$ cat config.mk
export PLATFORM = sky130hd
export DESIGN_NAME = slot_game_ctrl
export DESIGN_NICKNAME = d
export VERILOG_FILES = /design/src/rtl/slot_game_ctrl.sv
export SDC_FILE = /design/constraint.sdc
export NUM_CORES = 1
export LEC_CHECK = 0
export ABC_AREA = 1
export BUFFER_PORTS_ARGS = -buffer_cell sky130_fd_sc_hd__buf_2
export CORE_ASPECT_RATIO = 0.5
export CORE_MARGIN = 2
export CORE_UTILIZATION = 59
export DETAILED_ROUTE_END_ITERATION = 8
export GPL_ROUTABILITY_DRIVEN = 0
export HOLD_SLACK_MARGIN = 0.12
export PLACE_DENSITY = 0.83
export RECOVER_POWER = 25
export REMOVE_ABC_BUFFERS = 1
export SLEW_MARGIN = 30
export SYNTH_ARGS = -nofsm -noshare
export SYNTH_HDL_FRONTEND = slang
export SYNTH_SLANG_ARGS = --single-unit
export TNS_END_PERCENT = 10
$ cat constraint.sdc
create_clock -name clk -period 5.9 [get_ports clk]
set_clock_uncertainty 0.1 [all_clocks]
set_input_delay 0.59 -clock clk [delete_from_list [all_inputs] [get_ports clk]]
set_output_delay 0.59 -clock clk [all_outputs]
set_load 0.05 [all_outputs]
$ cat src/rtl/slot_game_ctrl.sv
`default_nettype none
// ============================================================================
// Module   : slot_game_ctrl
// Purpose  : Slot-machine game sequencer. Keeps the balance, runs the reel
//            spin/settle/result timing, applies payouts and drives the 7-seg
//            select.
// Revision : 1.0  initial release
// ============================================================================
module slot_game_ctrl #(
  parameter int BAL_W         = 10,
  parameter int INIT_BAL      = 10,
  parameter int MAX_BAL       = 999,
  parameter int BET           = 2,
  parameter int COIN_VAL      = 5,
  parameter int SPIN_CYCLES   = 8,
  parameter int SETTLE_CYCLES = 2,
  parameter int RESULT_CYCLES = 4
) (
  input  logic             clk,
  input  logic             rst_n,
  input  logic             spin_req,
  input  logic             coin_in,
  input  logic [3:0]       score,
  output logic             spin,
  output logic             show_balance,
  output logic [BAL_W-1:0] balance,
  output logic [3:0]       last_win,
  output logic [2:0]       state
);

  localparam logic [2:0] c_IDLE   = 3'd0;
  localparam logic [2:0] c_SPIN   = 3'd1;
  localparam logic [2:0] c_SETTLE = 3'd2;
  localparam logic [2:0] c_RESULT = 3'd3;
  localparam logic [2:0] c_BROKE  = 3'd4;

  localparam int c_MAX_A   = (SPIN_CYCLES > SETTLE_CYCLES) ? SPIN_CYCLES : SETTLE_CYCLES;
  localparam int c_MAX_CYC = (c_MAX_A > RESULT_CYCLES) ? c_MAX_A : RESULT_CYCLES;
  localparam int c_CNT_W   = (c_MAX_CYC > 1) ? $clog2(c_MAX_CYC) : 1;
  localparam int c_SUM_W   = BAL_W + 5;

  localparam logic [c_CNT_W-1:0] c_SPIN_LAST   = c_CNT_W'(SPIN_CYCLES - 1);
  localparam logic [c_CNT_W-1:0] c_SETTLE_LAST = c_CNT_W'(SETTLE_CYCLES - 1);
  localparam logic [c_CNT_W-1:0] c_RESULT_LAST = c_CNT_W'(RESULT_CYCLES - 1);

  localparam logic [c_SUM_W-1:0] c_BET      = c_SUM_W'(BET);
  localparam logic [c_SUM_W-1:0] c_COIN     = c_SUM_W'(COIN_VAL);
  localparam logic [c_SUM_W-1:0] c_MAX      = c_SUM_W'(MAX_BAL);
  localparam logic [BAL_W-1:0]   c_MAX_BAL  = BAL_W'(MAX_BAL);
  localparam logic [BAL_W-1:0]   c_INIT_BAL = BAL_W'(INIT_BAL);

  logic [2:0]         r_state;
  logic [2:0]         w_state_nxt;
  logic [c_CNT_W-1:0] r_cnt;
  logic [c_CNT_W-1:0] w_cnt_nxt;
  logic [BAL_W-1:0]   r_balance;
  logic [BAL_W-1:0]   w_balance_nxt;
  logic [3:0]         r_last_win;
  logic [3:0]         w_last_win_nxt;
  logic               r_spin;
  logic               w_spin_nxt;
  logic               r_show;
  logic               w_show_nxt;
  logic               w_bal_ok;
  logic               w_accept;
  logic               w_pay;
  logic [c_SUM_W-1:0] w_sum;

  assign w_bal_ok = (c_SUM_W'(r_balance) >= c_BET);

  // State register
  always_ff @(posedge clk or negedge rst_n) begin
    if (!rst_n) begin
      r_state <= c_IDLE;
    end else begin
      r_state <= w_state_nxt;
    end
  end

  // Next-state logic; spin_req only matters in IDLE
  always_comb begin
    w_state_nxt = r_state;
    case (r_state)
      c_IDLE: begin
        if (spin_req) begin
          w_state_nxt = w_bal_ok ? c_SPIN : c_BROKE;
        end
      end
      c_SPIN: begin
        if (r_cnt == c_SPIN_LAST) begin
          w_state_nxt = c_SETTLE;
        end
      end
      c_SETTLE: begin
        if (r_cnt == c_SETTLE_LAST) begin
          w_state_nxt = c_RESULT;
        end
      end
      c_RESULT: begin
        if (r_cnt == c_RESULT_LAST) begin
          w_state_nxt = c_IDLE;
        end
      end
      c_BROKE: begin
        if (w_bal_ok) begin
          w_state_nxt = c_IDLE;
        end
      end
      default: w_state_nxt = c_IDLE;
    endcase
  end

  // Output / datapath next values; debit, coin and payout combine in one sum
  always_comb begin
    w_accept = (r_state == c_IDLE) && spin_req && w_bal_ok;
    w_pay    = (r_state == c_SETTLE) && (r_cnt == c_SETTLE_LAST);

    if ((w_state_nxt != r_state) || (r_state == c_IDLE) || (r_state == c_BROKE)) begin
      w_cnt_nxt = '0;
    end else begin
      w_cnt_nxt = r_cnt + c_CNT_W'(1);
    end

    w_sum = c_SUM_W'(r_balance);
    if (w_accept) begin
      w_sum = w_sum - c_BET;
    end
    if (coin_in) begin
      w_sum = w_sum + c_COIN;
    end
    if (w_pay) begin
      w_sum = w_sum + (c_SUM_W'(score) * c_BET);
    end

    if (w_sum > c_MAX) begin
      w_balance_nxt = c_MAX_BAL;
    end else begin
      w_balance_nxt = w_sum[BAL_W-1:0];
    end

    w_last_win_nxt = w_pay ? score : r_last_win;
    w_spin_nxt     = (w_state_nxt == c_SPIN);
    w_show_nxt     = (w_state_nxt == c_IDLE) || (w_state_nxt == c_BROKE);
  end

  always_ff @(posedge clk or negedge rst_n) begin
    if (!rst_n) begin
      r_cnt      <= '0;
      r_balance  <= c_INIT_BAL;
      r_last_win <= 4'd0;
      r_spin     <= 1'b0;
      r_show     <= 1'b1;
    end else begin
      r_cnt      <= w_cnt_nxt;
      r_balance  <= w_balance_nxt;
      r_last_win <= w_last_win_nxt;
      r_spin     <= w_spin_nxt;
      r_show     <= w_show_nxt;
    end
  end

  assign spin         = r_spin;
  assign show_balance = r_show;
  assign balance      = r_balance;
  assign last_win     = r_last_win;
  assign state        = r_state;

endmodule
`default_nettype wire

# --- Word level (Yosys, flattened, before mapping) ---
# Cells that the tools add are included.
# W data, S select, Z words.
totals:
  regBits: 22
  input_bits: 8
  elab_cells: 42
  output_inout_bits: 19
classes:
  n_reduce_logical: 8
  mux: 12
  order_cmp: 2
  addsub: 4
  eq_ne: 10
op_table:
  columns: ["cell", "count"]
  rows:
  - ["$mux W15", 3]
  - ["$mux W3", 7]
  - ["$add A15 B3 Y15 const B", 1]
  - ["$add A15 B5 Y15", 1]
  - ["$gt A15 B10 Y1 const B", 1]
  - ["$pmux W3 S5", 1]
  - ["$sub A10 B2 Y11 const B", 1]
  - ["$ge A10 B2 Y1 const B", 1]
  - ["$mux W10", 1]
  - ["$eq A3 B1 Y1 const B", 3]
  - ["$eq A3 B2 Y1 const B", 3]
  - ["$eq A3 B3 Y1 const B", 3]
  - ["$logic_not A3 Y1", 2]
  - ["$add A3 B1 Y3 const B", 1]
  - ["$logic_and A1 B1 Y1", 3]
  - ["$logic_or A1 B1 Y1", 3]
  - ["$ne A3 B3 Y1", 1]

# --- Logic depth before layout (Yosys ltp) ---
# Gate-level depths: netlist of run 1.
depth:
  ltp_word: 10
  ltp_mapped: 29
  mapped_depth_nobuf: 29

# --- Least setup slack after synthesis of run 1 ---
# OpenSTA, ideal clock, no wires.
synth_path:
  path_type: "register to register"
  start: "reg r_balance[2], in the netlist balance[2]"
  end: "reg r_balance[4], in the netlist balance[4]"
  path_stages_with_launch: 25
  t_arrival_ns: 3.648
  setup_ns: 0.116
  path_slack_ns: 2.036
  synth_period_minus_slack_ns: 3.864
  t_required_ns: 5.684
  n_path_buf: 0
  path_cell_list: "dfrtp_1 inv_1 ha_1 nand3_2 nor2_4 nand3_4 nand2_4 nand2_1 and2_1 ha_1 inv_1 nand2_1 xnor2_1 inv_1 fa_1 nor2_1 a211oi_1 nor2_1 nand3_2 o21ai_0 nand2_1 nor2_2 nand3_4 nand2_2 nor2_1"
synth_via:
  elab_chain_len: 9
  elab_cells_between_ends: 10
  cone_classes: "3 x add/sub; 2 x order compare; 4 x mux; 1 x reduce/logical"
synth_rtl:
  columns: ["item", "line", "rtl"]
  rows:
  - ["from (decl)", "56", "logic [BAL_W-1:0] r_balance;"]
  - ["from (signal assigned)", "149", "r_balance <= c_INIT_BAL;"]
  - ["from (signal assigned)", "155", "r_balance <= w_balance_nxt;"]
  - ["$ge A10 B2 Y1", "69", "assign w_bal_ok = (c_SUM_W'(r_balance) >= c_BET);"]
  - ["$logic_and A1 B1 Y1", "115", "w_accept = (r_state == c_IDLE) && spin_req && w_bal_ok;"]
  - ["$mux W15 (*)", "125", "if (w_accept) begin"]
  - ["$add A15 B3 Y15", "129", "w_sum = w_sum + c_COIN;"]
  - ["$mux W15 (*)", "128", "if (coin_in) begin"]
  - ["$add A15 B5 Y15", "132", "w_sum = w_sum + (c_SUM_W'(score) * c_BET);"]
  - ["$mux W15 (*)", "131", "if (w_pay) begin"]
  - ["$gt A15 B10 Y1", "135", "if (w_sum > c_MAX) begin"]
  - ["$mux W10 (*)", "135", null]
  - ["named net w_balance_nxt[4]", "57", "logic [BAL_W-1:0] w_balance_nxt;"]
# The timed path passes the listed nets; every way through them passes the cells marked *.
# A chain may end at the register's enable or synchronous reset.

# --- Worst setup path after layout of run 1 ---
layout_path:
  start: "reg r_balance[1], in the netlist balance[1]"
  end: "reg r_balance[3], in the netlist balance[3]"
# The elaborated chain is that of the path after synthesis.

==> results of run 1 <==
[state kept, by name, summed over array words and instances, names as in the netlist]
signal        flops
show_balance      1
balance          10
last_win          4
spin              1
r_cnt             3
state             3
[cell usage in the layout (no fill, tap or decap), types with 4 or more instances in the layout]
| master | synthesis | layout |
|---|---|---|
| clkbuf_8 | 0 | 4 |
| ha_1 | 11 | 11 |
| nor2_2 | 6 | 6 |
| nor2_4 | 4 | 4 |
| inv_1 | 34 | 34 |
| o21ai_0 | 9 | 9 |
| nand2_2 | 10 | 10 |
| nand3_1 | 35 | 35 |
| nand2_1 | 65 | 65 |
| xnor2_1 | 5 | 5 |
| nor2_1 | 32 | 32 |
| inv_2 | 4 | 4 |
| dfrtp_1 | 19 | 19 |
| nand4_1 | 7 | 7 |
| xor2_1 | 5 | 5 |
| buf_2 | 1 | 25 |
[worst max-delay path by stage]
stage | from | to | slack, ns | cells past startpoint
final | balance[1] | balance[3] | 1.83 | 25
after global routing | balance[1] | balance[9] | 1.43 | 25
after CTS | balance[1] | balance[4] | 1.84 | 26
after detailed placement | balance[1] | balance[4] | 1.88 | 26
after global placement | spin_req | balance[3] | 2.00 | 23
after floorplan | balance[2] | balance[4] | 2.03 | 24
[cell type report]
cell class | count | area [um^2]
clock buffer | 4 | 55.1
tap | 40 | 50.0
inverter | 39 | 146
multi-input combinational | 210 | 1200
sequential | 22 | 554
timing repair buffer | 26 | 129
fill | 251 | 910
[stage by stage]
stage | util [%] | instances | hold WS [ns] | setup slack [ns] | cell area [um^2]
2_1_floorplan | - | 271 | 0.194 | 2.03 | 1900
3_3_place_gp | 68.4 | 337 | 0.353 | 2.00 | 2080
4_1_cts | 70.2 | 341 | 0.206 | 1.84 | 2140
3_5_place_dp | 68.4 | 337 | 0.370 | 1.88 | 2080
5_1_grt | 70.2 | 341 | 0.416 | 1.43 | 2140
6_report | 70.2 | 341 | 0.388 | 1.83 | 2140
[cell families after synthesis]
| logic type | Yosys count | share of synthesized area [%] |
|---|---|---|
| simple gates | 175 | 46.4 |
| buf+inv | 41 | 8.11 |
| flops | 22 | 29.0 |
| compound gates | 13 | 3.66 |
| fa+ha+maj | 12 | 8.24 |
| xor+xnor | 10 | 4.58 |
[Yosys cell counts]
cell type / n
inv_1: 34
nand3b_1: 3
and2_1: 1
dfstp_2: 3
ha_1: 11
a211oi_1: 2
dfrtp_1: 19
nor2_2: 6
nor3_4: 1
a21oi_1: 2
nand3_2: 3
nor4_1: 1
fa_1: 1
o21ai_0: 9
nor2_4: 4
xor2_1: 5
xnor2_1: 5
nand2_4: 3
nand2_2: 10
clkbuf_1: 1
nor3_1: 2
nand2_1: 65
nand3_1: 35
nor2_1: 32
nand4_1: 7
buf_2: 1
nand3_4: 2
inv_2: 4
clkinv_1: 1
[tightest hold or removal path, delay by kind of cell, from the launching register on]
family             cells  cell delay (ns)
AOI/OAI and AO/OA      1             0.06
DFF                    1             0.35
and+or+nand+nor        1             0.05
[metal layers]
metal  vias to the layer above  GRT usage, %  part of all wire (%)
met5                         -             0                     0
met4                         0          9.21                   1.6
met3                        10          6.53                   6.7
met2                        70          45.4                    46
met1                       863          34.4                    46
li1                        925             -                     -
==> flow_summary_export.csv, run 1 <==
group,metric,value,unit
logic_synthesis,synth_top_area_share,24.9,%
clock_tree,clk_pin_slew,0.09,ns
critical_path,cp_slowest_stage_delay,0.43,ns
critical_path,r2r-start,"balance[1]",
critical_path,crit_path_top_delay_cell,"fa_1",
critical_path,reg2reg_depth,25,
grt,grt_pass1_vias,1718,
grt,grt_max_degree,23,
clock_tree,cts_buffers,3,
drt,drcViolationCount,0,
drt,dr.pass1.iters,4,
drt,drtIter0Drc,131,
floorplan,initial_utilization,62.8,%
timing,tightest_slew,1.30,ns
grt,antenna_found_initial,0,
timing,rsz0062_at_grt,"false",
logic_synthesis,netlist_top_cells_area,"dfrtp_1 25%, nand2_1 13%, nand3_1 9.2%",
clock_tree,cts_tree,"done",
clock_tree,cts.htree.levels,1,
cells_and_area,area_delta_synth_final,11.8,%
floorplan,ios,27,
timing,period_needed,4.07,ns
floorplan,dieArea,0.00374,mm^2
drt,ant_nets,0,
critical_path,crit_type,"register to register",
critical_path,start_kind,"register",
critical_path,critPathRequiredTime,6.00,ns
critical_path,timing.critical_path.mode_cell,"nand2_1",
drt,wl_per_cell,13.4,um
floorplan,fp-row-count,14,
worst_hold_path,hold_class,"register to register",
floorplan,die_h,44.3,um
floorplan,fp.dieW,84.5,um
logic_synthesis,yosysTopAreaCell,"dfrtp_1",
timing,fmax,246,MHz
critical_path,critPathArrivalTime,4.17,ns
grt,grt_usage,26.7,%
clock_tree,clock_latency,0.27,ns
worst_hold_path,hold_depth,2,
timing,fin_setup_tns,0,ns
clock_tree,post_cts_resized,0,
logic_synthesis,yosysSeqAreaShare,29.0,%
timing,setup_violations,0,
logic_synthesis,syn_area,0.00191,mm^2
logic_synthesis,yosys_warnings,0,
clock_tree,postCtsSetupBuffers,0,
critical_path,worst_setup_path_end_kind,"register",
drt,num_vias,1868,
floorplan,core-area,0.00305,mm^2
timing,fin_crit_sh,69.0,%
cells_and_area,antenna_cells,0,
logic_synthesis,synthDistinctLibCells,29,
worst_hold_path,holdPathEnd,"last_win[1]",
critical_path,r2r_setup_slack,1.83,ns
cells_and_area,layout.nets,322,
logic_synthesis,ys_ff_latch,22,
cells_and_area,drive_above_1_share,21.6,%
placement,dp.final_hpwl,3620,um
clock_tree,cts_buffer_depth,2,
job,maxCapViolations,0,
clock_tree,cts_hold_buf,0,
timing,slew_headroom,13.3,%
logic_synthesis,syn_avg_cell_area,7.01,um^2
grt,grt_first_pass_wirelength,7770,um
worst_hold_path,hp-start,"last_win[1]",
drt,drt_wl_total,4570,um
drt,viasPerCell,5.48,
critical_path,critical_path_buf_inv_count,3,
placement,io_buffers,26,
clock_tree,root_buffer,"clkbuf_8",
timing,drv_slew,0,
critical_path,crit_fanout,9,
clock_tree,cts_num_sinks,22,
timing,finalHoldViolCount,0,
critical_path,rr_endpoint,"balance[3]",
logic_synthesis,synth_cells,273,
grt,grt_remaining_overflow,0,
outcome,status,"completed",
critical_path,cp_top_family,"simple AND/OR/NAND/NOR gates",
Power of run 1 is not shown: default switching activity piles up to over one toggle a cycle in this logic, so the estimate is an artifact.
==> run 2, diff against run 1 <==
- CORE_UTILIZATION: 59 -> 52
- PLACE_DENSITY: 0.83 -> 0.77
- clock period: 5.9 -> 3.71 ns (I/O delays scaled with it)
==> run 2 against run 1 <==
The run now ends with setup timing left. Via count increased by 14%. Cell count increased by 12%. Die area increased by 13%. Sequential share of layout area decreased by 4.3 points. Critical endpoint is now balance[4].
==> flow_summary_export.csv, run 2 (synthesis gave the netlist of run 1 again) <==
group,metric,value,unit
outcome,status,"finished with violations",
outcome,violations,"setup timing",
job,maxCapViolations,0,
critical_path,r2r_setup_slack,-0.06,ns
cells_and_area,multiInputGateArea,0.00137,mm^2
critical_path,crit_path_start,"balance[3]",
timing,slew_headroom,18.3,%
cells_and_area,antenna_cells,0,
placement,io_buffers,26,
timing,fin_crit_sh,102,%
drt,num_vias,2130,
drt,dr.pass1.iters,4,
grt,grt_remaining_overflow,0,
critical_path,crit_type,"register to register",
floorplan,die_h,46.9,um
placement,placed_cells,366,
timing,fin_ws,-0.0612,ns
floorplan,fp-row-count,15,
worst_hold_path,hold_class,"input pin to register",
drt,drtIter0Drc,205,
cells_and_area,layout.nets,351,
critical_path,crit_fanout,8,
floorplan,ios,27,
cells_and_area,final_common_cell,"nand2_1",
drt,drcViolationCount,0,
cells_and_area,area_delta_synth_final,34.3,%
drt,wl_per_cell,15.6,um
grt,grt_pass1_vias,1817,
drt,drt_wl_total,5950,um
cells_and_area,drive_above_1_share,38.2,%
timing,finalHoldViolCount,0,
clock_tree,cts.htree.levels,1,
grt,antenna_found_initial,0,
floorplan,initial_utilization,55.1,%
clock_tree,clock_latency,0.27,ns
floorplan,core-area,0.00347,mm^2
cells_and_area,fillCellCount,241,
drt,dr_wl_met3,457,um
cells_and_area,finalNonFillerCells,381,
timing,setup_violations,2,
clock_tree,cts_tree,"done",
timing,drv_slew,0,
floorplan,fp.dieW,89.8,um
drt,dr.max_layer_used,"met4",
drt,ant_nets,0,
critical_path,critPathArrivalTime,3.84,ns
drt,met1_length,2450,um
grt,grt_usage,24.2,%
timing,tightest_slew,1.23,ns
clock_tree,cts_buffers,3,
critical_path,worst_setup_path_end_kind,"register",
timing,rsz0062_at_grt,"true",
grt,grt_first_pass_wirelength,8000,um
critical_path,rr_endpoint,"balance[4]",
critical_path,start_kind,"register",
cells_and_area,final_cell_mix,"59 x nand2_1, 30 x nand3_1, 29 x inv_1, 26 x buf_4",
critical_path,cp-endpoint,"balance[4]",
clock_tree,clk_pin_slew,0.09,ns
cells_and_area,largest_reg_flops,10,
clock_tree,cts_buffer_depth,2,
clock_tree,root_buffer,"clkbuf_8",
clock_tree,cts_num_sinks,22,
critical_path,reg2reg_depth,27,
drt,viasPerCell,5.59,
placement,dp.final_hpwl,3650,um
floorplan,dieArea,0.00421,mm^2
critical_path,r2r-start,"balance[3]",
grt,grt_max_degree,23,
cells_and_area,seq_area,554,um^2
timing,fin_setup_tns,-0.0947,ns
timing,fmax,265,MHz
critical_path,critPathRequiredTime,3.78,ns
timing,period_needed,3.77,ns
drt,dr_wl_met2,2810,um
run 2: cell types whose count changed in the layout (fill, tap and decap cells not counted), sizes merged:
cell         change
buf             +28
bufinv           +1
clkbuf           -1
dlygate4sd3      +1
run 2: what timing repair did:
action | CTS | global route
buffers inserted | 1 | 9
hold buffers | 1 | 0
endpoints found under the hold margin | 19 | 0
pin swaps | 7 | 38
setup endpoints to repair | 10 | 10
resized for setup | 13 | 33
run 2: final cells by class:
cell class	count	share of cell area, %
Multi-Input combinational cell	210	53.5
Clock inverter	1	1.17
Timing Repair Buffer	55	13.9
Clock buffer	3	1.61
Tap cell	51	2.48
Sequential cell	22	21.6
Inverter	39	5.80
run 2: through the flow:
step	setup WS, ns	area (um^2)	hold slack [ns]	util (%)
2_1_floorplan	-0.155	1900	-0.0246	-
3_3_place_gp	-0.0134	2230	0.264	64.3
3_5_place_dp	-0.125	2230	0.272	64.3
4_1_cts	0.0000893	2380	0.234	68.4
5_1_grt	-0.230	2570	0.245	74.0
6_report	-0.0612	2570	0.245	74.0
run 2: worst min path at each step:
stage,cells past startpoint,endpoint,slack [ns],start
finish,3,state[2],0.25,spin_req
floorplan,0,balance[0],-0.02,rst_n
CTS,3,last_win[2],0.23,score[2]
global placement,1,state[2],0.26,rst_n
detailed placement,1,state[2],0.27,rst_n
global route,3,state[2],0.25,spin_req
run 2: metal layers:
metal	track usage, %	vias to the layer above
li1	-	983
met1	31.3	989
met2	44.8	132
met3	4.49	26
met4	5.23	0
met5	0	-
run 2: critical path, cell delays in order (launching register included):
cell      delay [ns]
dfstp_2         0.59
inv_2           0.06
nand2_2         0.10
nor2_4          0.05
nand2_2         0.09
nand3_4         0.10
nand2_4         0.10
nand2_2         0.06
and2_4          0.17
ha_4            0.17
inv_4           0.06
nand3_2         0.11
nand2_1         0.12
nand2_1         0.10
nand2_2         0.10
inv_1           0.07
ha_4            0.28
nand2_1         0.05
nor2_1          0.08
a211oi_1        0.05
nor2_1          0.17
nand3_2         0.15
o21ai_1         0.18
nand2_1         0.11
nor2_2          0.16
nand3_4         0.13
nand2_2         0.10
nor2_1          0.04
Power of run 2 is left out for the same reason.
